--- src/rtl/patp_sequencer.sv ---
// PATP timing/phase sequencer: one-hot T-states, fetch flag, decoded instruction lines,
// run/halt and single-step control, overrun watchdog and retired-instruction counter.
module patp_sequencer #(
  parameter int MAX_T    = 5,
  parameter int ICOUNT_W = 16
) (
  input  logic                clk,
  input  logic                rst_n,
  input  logic                run,
  input  logic                step_mode,
  input  logic                step,
  input  logic [2:0]          opcode,
  input  logic                start_fetch,
  input  logic                start_execute,
  output logic                t1,
  output logic                t2,
  output logic                t3,
  output logic                t4,
  output logic                t5,
  output logic                fetch,
  output logic                clear,
  output logic                inc1,
  output logic                add,
  output logic                dec1,
  output logic                jmp,
  output logic                buz,
  output logic                load,
  output logic                store,
  output logic                halted,
  output logic                paused,
  output logic                overrun,
  output logic [ICOUNT_W-1:0] icount
);

  typedef enum logic [2:0] {
    S_IDLE,
    S_FETCH,
    S_EXECUTE,
    S_STEP_WAIT,
    S_ERROR
  } state_t;

  localparam logic [2:0] T_LAST = 3'(MAX_T);

  state_t              state_reg, state_next;
  logic [2:0]          t_reg, t_next;       // T-state index 1..MAX_T, 0 outside a phase
  logic [2:0]          op_reg, op_next;
  logic [ICOUNT_W-1:0] icount_reg, icount_next;

  logic [4:0] t_oh_reg, t_oh_next;
  logic [7:0] dec_reg, dec_next;
  logic       fetch_reg, halted_reg, paused_reg, overrun_reg;

  always_comb begin
    state_next  = state_reg;
    t_next      = t_reg;
    op_next     = op_reg;
    icount_next = icount_reg;
    case (state_reg)
      S_IDLE: begin
        if (run) begin
          state_next = S_FETCH;
          t_next     = 3'd1;
        end
      end
      S_FETCH: begin
        if (start_fetch && start_execute) begin
          state_next = S_ERROR;
          t_next     = 3'd0;
        end else if (start_execute) begin
          state_next = S_EXECUTE;
          t_next     = 3'd1;
          op_next    = opcode;
        end else if (t_reg == T_LAST) begin
          state_next = S_ERROR;
          t_next     = 3'd0;
        end else begin
          t_next = t_reg + 3'd1;
        end
      end
      S_EXECUTE: begin
        if (start_fetch && start_execute) begin
          state_next = S_ERROR;
          t_next     = 3'd0;
        end else if (start_fetch) begin
          icount_next = icount_reg + ICOUNT_W'(1);
          if (!run) begin
            state_next = S_IDLE;
            t_next     = 3'd0;
          end else if (step_mode) begin
            state_next = S_STEP_WAIT;
            t_next     = 3'd0;
          end else begin
            state_next = S_FETCH;
            t_next     = 3'd1;
          end
        end else if (t_reg == T_LAST) begin
          state_next = S_ERROR;
          t_next     = 3'd0;
        end else begin
          t_next = t_reg + 3'd1;
        end
      end
      S_STEP_WAIT: begin
        if (!run) begin
          state_next = S_IDLE;
        end else if (step) begin
          state_next = S_FETCH;
          t_next     = 3'd1;
        end
      end
      S_ERROR: begin
        state_next = S_ERROR;
      end
      default: begin
        state_next = S_ERROR;
        t_next     = 3'd0;
      end
    endcase
  end

  // Outputs are decoded from the next state so they are registered yet aligned with it.
  genvar gi;
  generate
    for (gi = 0; gi < 5; gi++) begin : g_t_oh
      assign t_oh_next[gi] = (t_next == 3'(gi + 1));
    end
    for (gi = 0; gi < 8; gi++) begin : g_dec
      assign dec_next[gi] = (state_next == S_EXECUTE) && (op_next == 3'(gi));
    end
  endgenerate

  always_ff @(posedge clk or negedge rst_n) begin
    if (!rst_n) begin
      state_reg   <= S_IDLE;
      t_reg       <= 3'd0;
      op_reg      <= 3'd0;
      icount_reg  <= '0;
      t_oh_reg    <= 5'd0;
      dec_reg     <= 8'd0;
      fetch_reg   <= 1'b0;
      halted_reg  <= 1'b1;
      paused_reg  <= 1'b0;
      overrun_reg <= 1'b0;
    end else begin
      state_reg   <= state_next;
      t_reg       <= t_next;
      op_reg      <= op_next;
      icount_reg  <= icount_next;
      t_oh_reg    <= t_oh_next;
      dec_reg     <= dec_next;
      fetch_reg   <= (state_next == S_FETCH);
      halted_reg  <= (state_next == S_IDLE);
      paused_reg  <= (state_next == S_STEP_WAIT);
      overrun_reg <= (state_next == S_ERROR);
    end
  end

  assign {t5, t4, t3, t2, t1} = t_oh_reg;
  assign {store, load, buz, jmp, dec1, add, inc1, clear} = dec_reg;
  assign fetch   = fetch_reg;
  assign halted  = halted_reg;
  assign paused  = paused_reg;
  assign overrun = overrun_reg;
  assign icount  = icount_reg;

endmodule

--- config.mk ---
export PLATFORM = sky130hd
export DESIGN_NAME = patp_sequencer
export DESIGN_NICKNAME = d
export VERILOG_FILES = /design/src/rtl/patp_sequencer.sv
export SDC_FILE = /design/constraint.sdc
export NUM_CORES = 1
export LEC_CHECK = 0
export ABC_AREA = 0
export BUFFER_PORTS_ARGS = -buffer_cell sky130_fd_sc_hd__buf_2
export CAP_MARGIN = 10
export CELL_PAD_IN_SITES_DETAIL_PLACEMENT = 1
export CELL_PAD_IN_SITES_GLOBAL_PLACEMENT = 1
export CORE_ASPECT_RATIO = 1.1
export CORE_MARGIN = 4
export CORE_UTILIZATION = 38
export CTS_CLUSTER_DIAMETER = 100
export DETAILED_ROUTE_END_ITERATION = 8
export PLACE_DENSITY = 0.84
export RECOVER_POWER = 100
export SLEW_MARGIN = 0
export SYNTH_ARGS = -nofsm -noshare
export SYNTH_HDL_FRONTEND = slang
export SYNTH_SLANG_ARGS = --single-unit
--- constraint.sdc ---
create_clock -name clk -period 1.6 [get_ports clk]
set_input_delay 0.08 -clock clk [delete_from_list [all_inputs] [get_ports clk]]
set_output_delay 0.08 -clock clk [all_outputs]
set_load 0.03 [all_outputs]
# == Yosys cells after proc, flatten, opt, wreduce, memory -nomap -nowiden ==
# Index checks and enable logic that the tools add are counted.
# totals
inputBits,10
out_inout_bits,33
elab_cells,72
ff_bits,42
# classes
addsub,2
eq_ne,21
mux,25
reduce_logical,13
bitwise,1
# ops
op,count
$mux W3,19
$eq A3 B3 Y1 const B,9
$eq A3 B2 Y1 const B,8
$add A16 B1 Y16 const B,1
$pmux W3 S5,1
$eq A3 B1 Y1 const B,4
$pmux W3 S4,1
$logic_and A1 B1 Y1,9
$logic_not A3 Y1,3
$mux W2,2
$add A3 B1 Y3 const B,1
$reduce_and A3 Y1,1
$mux W1,2
$not A1 Y1,1

# == Depth between registers and ports, before layout ==
# depth
word_depth,7
mapped_depth,6
depth_no_buf,4

# == Least setup slack after synthesis ==
# No wires, ideal clock.
# synth_timing
path_kind,register to register
from,register t_reg[0]
to,register t_oh_reg[3]
setup_ns,0.078
n_path_buf,1
path_stages_with_launch,6
path_slack_ns,-0.075
period_less_slack_ns,1.675
t_required_ns,1.522
arrival_ns,1.597
cell_sequence,dfrtp_1 -> buf_6 -> a21o_1 -> mux4_2 -> a221oi_2 -> a21boi_1
# synth_between
elab_chain_len,6
elab_cells_between_ends,12
cone_classes,add/sub (1); eq/ne (2); mux (9)
# synth_rtl
item,line,source
from (decl),46,"logic [2:0] t_reg, t_next;"
from (signal assigned),147,t_reg <= t_next;
$add A3 B1 Y3 / $eq A3 B3 Y1 (equally long branches),-,
$mux W3,"74, 97",
"$mux W3, on equally long branches","85, 70",
"$mux W3, on equally long branches","82, 67",
$pmux W3 S5 (*),59,case (state_reg)
$eq A3 B3 Y1 (*),126,assign t_oh_next[gi] = (t_next == 3'(gi + 1));
net t_oh_next[3],50,"logic [4:0] t_oh_reg, t_oh_next;"
to (signal assigned),150,t_oh_reg <= t_oh_next;
to (decl),50,
# The timed path passes the listed nets; every way through them passes the cells marked *.
# A chain may end at the register's enable or synchronous reset.

# == Final worst setup path ==
# layout_timing
from,register state_reg[1]
to,register t_oh_reg[4]
# layout_between
elab_chain_len,3
elab_cells_between_ends,7
cone_classes,eq/ne (5); mux (1); reduce/logical (1)
# layout_rtl
item,line,source
from (decl),45,"state_t state_reg, state_next;"
from (signal assigned),146,state_reg <= state_next;
"$eq A3 B3 Y1, or another cell as far along",59,
$pmux W3 S5 (*),59,
$eq A3 B3 Y1 (*),126,
net t_oh_next[4],50,
# Marks and branches as above.

==> impl_metrics.py <==
metrics = {
    "outcome": {
        "outcome": "complete, but fails checks",
        "violations": "negative setup slack",
    },
    "yosys": {
        "synth_most_common_cell": "dfrtp_1",
        "yosys.area.top_type_share_pct": 50.0,
        "synth-edff-count": 0,
        "synth_area_leaders": "dfrtp_1 50%, xor2_1 3.8%, nor2_1 3.1%",
        "synthCells": 186,
        "syn_avg_cell_area_um2": 11.0,
        "synth-main-ff-cell": "dfrtp_1",
        "postSynth.asyncResetShare_pct": 100,
        "synthMuxAreaShare_pct": 5.24,
        "synth.cell_area_um2": 2050,
        "synth.ff_latch_count": 42,
        "synth_top_area_cell": "dfrtp_1",
        "synth-adder-area-share_pct": 0.609,
        "synthSimpleGateAreaFrac_pct": 23.0,
        "yosysWarnings": 0,
        "seq_area_frac_synth_pct": 51.2,
        "synth_common_cells": "41 x dfrtp_1, 17 x nor2_1, 11 x nand2_1",
        "yosysUniqueCellTypes": 51,
        "synth_nets": 197,
        "synth_xor_area_share_pct": 6.83,
        "synth-compound-area-share_pct": 9.32,
        "synth_top_family_by_area": "simple AND/OR/NAND/NOR gates",
    },
    "global_route": {
        "gr-total-overflow": 0,
        "grt_pass1_wl_um": 9840,
        "grt_usage_pct": 18.8,
        "antenna_found_initial": 0,
        "grt_pass1_vias": 1950,
        "grt_max_degree": 43,
    },
    "drt": {
        "drt-total-wl_um": 6320,
        "dr.pass1.iters": 4,
        "wl_per_cell_um": 19.2,
        "drc": 0,
        "drt_iter0_markers": 66,
        "viasPerCell": 5.35,
        "vias": 1767,
        "ant_nets": 0,
    },
    "setup_path": {
        "r2r-start": "state_reg[1]",
        "cp.required_ns": 1.82,
        "startpoint_type": "register",
        "crit_family": "compound AO/OA/AOI/OAI gates",
        "cp_slowest_stage_delay_ns": 0.50,
        "path_cells": "buf_4 > nor2_1 > a22oi_2 > a211o_1 > a21oi_1",
        "crit_start": "state_reg[1]",
        "path_max_fanout": 5,
        "cp-end-kind": "register",
        "critPathArrivalTime_ns": 2.02,
        "critical_path_class": "reg2reg",
        "critPathSlowestCell": "dfrtp_1",
        "critPathBufInv": 1,
    },
    "sta": {
        "max_slew_margin_pct": 31.2,
        "fmax_ghz": 0.556,
        "grt_setup_unrepaired": "yes",
        "tightest_slew_ns": 1.03,
        "slew_viol_final": 0,
        "report.final.hold_viol_count": 0,
        "setup_violations": 17,
        "fin_skew_ns": 0.00777,
        "finalCritPeriodShare_pct": 112,
        "setup_slack_ns": -0.198,
        "min_period_ns": 1.80,
    },
    "final_layout": {
        "n_antenna_cell": 0,
        "syn_to_final_growth_pct": 36.9,
        "finalNonFillerCells": 330,
        "nets": 268,
        "final_layout_size_suffix_gt1_share_pct": 37.2,
        "largest_reg_flops": 16,
    },
    "die": {
        "core-area_um2": 5130,
        "initial_core_util_pct": 40.0,
        "io_pins": 43,
        "rows": 27,
        "die_width_um": 78.1,
        "die_area_um2": 6640,
        "die_y_um": 85.1,
    },
    "placed_design": {
        "port_buffers": 42,
        "place_inst": 317,
        "gp_congestion": 0.847,
        "dpl.hpwl_um": 3920,
    },
    "clock_network": {
        "cts_made_buffers": 5,
        "cts_tree": "done",
        "root_buffer": "clkbuf_8",
        "clock-sinks": 42,
        "clk_latency_ns": 0.30,
        "htree_num_levels": 2,
        "clk_path_buf_depth": 2,
        "cts.clk_slew.worst_paths_ns": 0.09,
    },
    "hold_path": {
        "hold_class": "in2reg",
        "hold_start": "opcode[2]",
    },
    "pwr": {
        "irDropWorstVdd_v": 0.000393,
        "powerDensity_nw_per_um2": 1110,
        "leakage_nw": 1.35,
        "power.total_w": 0.00311,
    },
    "job": {
        "cap_violations": 0,
    },
}
## kinds of logic (layout without fill, tap and decap cells)
kind of cell             Yosys count  count (layout)
multiplexers                       9               9
adder cells (fa/ha/maj)            1               1
buffers and inverters             15              87
AO/OA/AOI/OAI                     26              26
XOR/XNOR                          16              16
flip-flops                        42              42
AND/OR/NAND/NOR                   77              77
## cell type report
type	instances	area (um^2)
inverters	6	22.5
fillers	591	2320
clock inverters	3	23.8
flip-flops and latches	42	1050
well taps	72	90.1
clock buffers	5	68.8
multi-input cells	129	1130
repair buffers	73	422
## metal layers
metal / part of all wire, % / GRT usage, % / vias up
li1: - / - / 797
met1: 38 / 20.5 / 893
met2: 55 / 35.8 / 61
met3: 3.6 / 2.87 / 16
met4: 3.2 / 7.95 / 0
met5: 0 / 0 / -
## path summary, 6_finish.rpt
kind	cells past startpoint	to	slack, ns
setup / recovery	5	t_oh_reg[4]	-0.20
hold / removal	2	op_reg[2]	0.07
setup reg to reg	5	t_oh_reg[4]	-0.20
hold reg to reg	1	icount[15]	0.49
max in group asynchronous	3	state_reg[0]	0.33
min in group asynchronous	3	icount[5]	0.58
## report_power, final
| group | switching [W] | leakage [nW] | internal, W |
|---|---|---|---|
| registers | 0.000122 | 0.556 | 0.00120 |
| clock network | 0.000403 | 0.0408 | 0.000312 |
| logic | 0.000605 | 0.755 | 0.000471 |
| total | 0.00113 | 1.35 | 0.00198 |
## stage by stage
stage / utilization, % / cell area (um^2) / setup TNS (ns) / hold WS (ns) / setup slack (ns)
2_1_floorplan: - / 2070 / -0.278 / -0.216 / -0.0465
3_3_place_gp: 48.8 / 2500 / -0.297 / 0.172 / -0.0619
3_5_place_dp: 48.8 / 2500 / -1.70 / 0.181 / -0.170
4_1_cts: 52.7 / 2710 / -0.469 / 0.0706 / -0.109
5_1_grt: 54.7 / 2810 / -3.37 / 0.0703 / -0.279
6_report: 54.7 / 2810 / -1.24 / 0.0739 / -0.198
## layout by cell type (no fill, tap or decap), types with 4 or more instances in the layout
cell / n
nand4_1: 6
buf_4: 22
clkbuf_1: 33
buf_6: 6
nor2b_1: 6
dfrtp_1: 39
xnor2_1: 4
clkbuf_8: 5
inv_1: 6
nor2_1: 13
nand2_1: 8
nor2_2: 4
mux2_2: 4
xor2_1: 9
buf_2: 9
nand3_1: 4
## timing repair
action	4_1_cts	5_1_grt
resized for setup	21	36
hold endpoints to repair	41	0
pin swaps	12	15
setup endpoints to repair	32	35
hold buffers	1	0
buffers inserted	3	2
(Power assumes the default switching activity.)
